File: src/rtl/mem_bus_ctrl.sv
// External memory bus controller: arbitrates code fetches and MOVX accesses onto a
// multiplexed P0/P2 bus with ALE, PSEN, RD and WR strobes (12-clock access cycle).
module mem_bus_ctrl (
  input  logic        clk,
  input  logic        reset,
  input  logic        fetch_req,
  input  logic [15:0] fetch_addr,
  input  logic        x_req,
  input  logic        x_wr,
  input  logic [15:0] x_addr,
  input  logic [7:0]  x_wdata,
  input  logic [7:0]  P0_in,
  output logic [7:0]  P0_out,
  output logic        P0_oe,
  output logic [7:0]  P2_out,
  output logic        ALE,
  output logic        PSEN,
  output logic        RD,
  output logic        WR,
  output logic [7:0]  rdata,
  output logic        fetch_ack,
  output logic        x_ack,
  output logic        busy
);

  localparam logic [0:0] StIdle   = 1'b0;
  localparam logic [0:0] StAccess = 1'b1;

  localparam logic [3:0] CntLast    = 4'd11;
  localparam logic [3:0] CntCapture = 4'd10;

  logic [0:0]  r_state;
  logic [3:0]  r_cnt;
  logic        r_last_x;
  logic        r_is_x;
  logic        r_wr;
  logic [15:0] r_addr;
  logic [7:0]  r_wdata;
  logic [7:0]  r_rdata;

  logic w_any_req;
  logic w_grant_x;
  logic w_strobe_phase;

  assign w_any_req = fetch_req | x_req;
  // Round-robin on contention: the requester that was not served last wins.
  assign w_grant_x = x_req & (~fetch_req | ~r_last_x);

  always_ff @(posedge clk) begin
    if (!reset) begin
      r_state  <= StIdle;
      r_cnt    <= 4'd0;
      r_last_x <= 1'b0;
      r_is_x   <= 1'b0;
      r_wr     <= 1'b0;
      r_addr   <= 16'h0000;
      r_wdata  <= 8'h00;
      r_rdata  <= 8'h00;
    end else if (r_state == StIdle) begin
      if (w_any_req) begin
        r_state  <= StAccess;
        r_cnt    <= 4'd0;
        r_last_x <= w_grant_x;
        r_is_x   <= w_grant_x;
        r_wr     <= w_grant_x & x_wr;
        r_addr   <= w_grant_x ? x_addr : fetch_addr;
        r_wdata  <= x_wdata;
      end
    end else begin
      if (r_cnt == CntLast) begin
        r_state <= StIdle;
        r_cnt   <= 4'd0;
      end else begin
        r_cnt <= r_cnt + 4'd1;
      end
      if ((r_cnt == CntCapture) && !r_wr) begin
        r_rdata <= P0_in;
      end
    end
  end

  assign w_strobe_phase = (r_cnt >= 4'd4) && (r_cnt <= 4'd10);

  always_comb begin
    P0_out    = 8'hFF;
    P0_oe     = 1'b0;
    P2_out    = 8'hFF;
    ALE       = 1'b0;
    PSEN      = 1'b1;
    RD        = 1'b1;
    WR        = 1'b1;
    fetch_ack = 1'b0;
    x_ack     = 1'b0;
    busy      = 1'b0;
    if (r_state == StAccess) begin
      busy   = 1'b1;
      P2_out = r_addr[15:8];
      ALE    = (r_cnt < 4'd3);
      if (r_cnt < 4'd4) begin
        P0_out = r_addr[7:0];
        P0_oe  = 1'b1;
      end else if (r_wr) begin
        P0_out = r_wdata;
        P0_oe  = 1'b1;
      end
      if (w_strobe_phase) begin
        if (!r_is_x) begin
          PSEN = 1'b0;
        end else if (r_wr) begin
          WR = 1'b0;
        end else begin
          RD = 1'b0;
        end
      end
      if (r_cnt == CntLast) begin
        fetch_ack = ~r_is_x;
        x_ack     = r_is_x;
      end
    end
  end

  assign rdata = r_rdata;

endmodule

File: config.mk
export PLATFORM = sky130hd
export DESIGN_NAME = mem_bus_ctrl
export DESIGN_NICKNAME = d
export VERILOG_FILES = /design/src/rtl/mem_bus_ctrl.sv
export SDC_FILE = /design/constraint.sdc
export NUM_CORES = 1
export LEC_CHECK = 0
export ABC_AREA = 1
export CAP_MARGIN = 40
export CORE_ASPECT_RATIO = 0.8
export CORE_MARGIN = 5
export CORE_UTILIZATION = 40
export DETAILED_ROUTE_END_ITERATION = 10
export DONT_BUFFER_PORTS = 1
export SKIP_CTS_REPAIR_TIMING = 1
export SYNTH_ARGS = -nofsm -noshare
export SYNTH_HDL_FRONTEND = slang
export SYNTH_SLANG_ARGS = --single-unit
File: constraint.sdc
create_clock -name clk -period 3.2 [get_ports clk]
set_clock_uncertainty 0.05 [all_clocks]
set_input_delay 0.48 -clock clk [delete_from_list [all_inputs] [get_ports clk]]
set_output_delay 0.48 -clock clk [all_outputs]
set_load 0.02 [all_outputs]
==> impl_metrics.toml <==
[synth]
synthCells = 308
synthTopCellsByArea = "dfxtp_1, nor2_1, nand2_1"
yosys.area.top_type_share_pct = 39.02
synthArstFlopShare_pct = 0
syn-num-nets = 363
synth_seq_cells = 39
syn_area_um2 = 2001
synth_flop_cell = "dfxtp_1"
synth_common_cells = "nor2_1, nand2_1, dfxtp_1, o21ai_0, inv_1"
synth_most_common_cell = "nor2_1"
avgSynthCellArea_um2 = 6.496
synth_edf_count = 0
yosys_warnings = 0
ys_types = 25
yosysTopAreaCell = "dfxtp_1"
yosysSeqAreaShare_pct = 39.02

[power]
powerDensity_nw_per_um2 = 500.0
peakVddDrop_mv = 0.2557
p_leak_nw = 1.013
power.total_w = 0.001052

[sta]
worst_pin_slew_ns = 0.6622
setup_tns_ns = 0
post-route-min-period_ns = 2.135
hold_slack_ns = 0.2629
fmax_mhz = 468.4
drv_slew = 0
relSlewSlack_pct = 55.51
finalHoldViolCount = 0
fin_crit_sh_pct = 66.71
rsz0062_at_grt = "false"
setup_viol = 0

[grt]
grt_pass1_vias = 1696
grt_pass1_wl_mm = 7.866
antenna_found_initial = 0
grt_max_degree = 42
overflow = 0
grt_usage_pct = 15.44

[clock_network]
cts_tree = "done"
clkTransAtPathRegs_ns = 0.07
clockBufferDepth = 2
htree_levels = 2
root_buffer = "clkbuf_8"
clk_latency_ns = 0.29
cts_made_buffers = 5
cts_sinks = 39

[final_layout]
multi_input_area_um2 = 1027
fill_cells = 537
drive_gt1_share_pct = 8.852
fin_nets = 359
diodes = 0
fin_util_pct = 42.77
regArea_um2 = 780.7
stdcell_area_um2 = 2105
area_growth_pct = 5.191

[place]
place_congestion = 0.7827
dpl.hpwl_mm = 3.492
postPlaceCellArea_um2 = 2023
port_buffers = 0

[hold_path]
hp-class = "in2reg"

[die]
die_y_um = 73.26
start_util_pct = 40.66
dieArea_um2 = 6525
pin_count = 85
core_um2 = 4921
die_w_um = 89.07
num_rows = 23

[critical_path]
startpoint_type = "register"
cpPeakStageDelay_ns = 0.41
crit_top_cell = "o21ai_0"
endpoint_kind = "output pin"
cp.arrival_ns = 1.60
worstPathRequired_ns = 2.67
crit_fanout = 5
crit_type = "reg2out"
worst_path_max_delay_cell = "dfxtp_1"
crit_chain = "inv_1, ha_1, o21ai_0, o21ai_0, nand3_1"

[detailed_routing]
drtPass1Iterations = 5
viasPerCell = 4.845
drt_iter0_drc = 87
antenna_left = 0
route.detailed.drc = 0
routed_wl_mm = 4.779
vias = 1778
wl_per_cell_um = 13.02

[run_status]
status = "completed"

[run]
cap_violations = 0
[cells by family (layout without fill, tap and decap cells)]
group,after synthesis,in the layout,share of synthesized area [%]
AOI/OAI and AO/OA,43,43,12.13
adders and majority gates,2,2,1.251
buffers and inverters,45,42,9.631
DFF,39,39,39.02
and+or+nand+nor,179,179,37.96
[final timing paths]
path / start / endpoint / slack [ns] / cells past startpoint
worst max-delay path: r_cnt[0] / PSEN / 1.07 / 5
worst min-delay path: reset / r_cnt[2] / 0.26 / 2
worst max register to register: r_state / r_wdata[5] / 1.56 / 6
worst min register to register: r_wr / r_wr / 0.44 / 2
[layer usage]
layer	up-vias	track usage, %	routed length, um	part of all wire (%)
met5	-	0	0	0
met4	0	3.967	40	0.84
met2	56	24.46	2173	45
met3	4	5.381	399	8.3
li1	939	-	-	-
met1	779	20.15	2166	45
[stage by stage]
stage	setup slack, ns	cells
6_report	1.065	367
3_5_place_dp	1.376	359
4_1_cts	1.050	367
5_1_grt	0.9292	367
2_1_floorplan	1.280	308
3_3_place_gp	1.406	359
[report_power, final]
part / internal [W] / switching [W] / total (W)
logic: 0.0000573 / 0.000138 / 0.000195
clock network: 0.000153 / 0.000164 / 0.000317
registers: 0.000521 / 0.0000187 / 0.000540
total: 0.000731 / 0.000321 / 0.00105
[sequential cells by signal (all words and copies together), names as in the netlist]
register	count
r_addr	16
r_cnt	4
r_is_x	1
r_state	1
r_wdata	8
r_wr	1
rdata	8
[cell usage in the layout (no fill, tap or decap), drive strengths merged]
cell / n
buf: 2
dfxtp: 39
nand3: 14
nand2: 65
o21ai: 35
nor3: 1
ha: 2
or2: 8
a21oi: 7
clkinv: 1
inv: 32
nor2: 90
o22ai: 1
clkbuf: 7
nand4: 1
[critical path: cells and delay by family (launching register included)]
family,cells,cell delay [ns]
and+or+nand+nor,1,0.26
AOI/OAI and AO/OA,2,0.35
adders and majority gates,1,0.21
buffers and inverters,1,0.08
DFF,1,0.41
[final cells by class]
class                   count  share of cell area (%)
clock buffers               7                   3.627
clock inverters             1                  0.2378
inverters                  32                   5.826
multi-input cells         224                   48.81
flip-flops and latches     39                   37.10
well taps                  62                   3.686
repair buffers              2                  0.7134
Note: power is estimated with default switching activity, not from simulation.
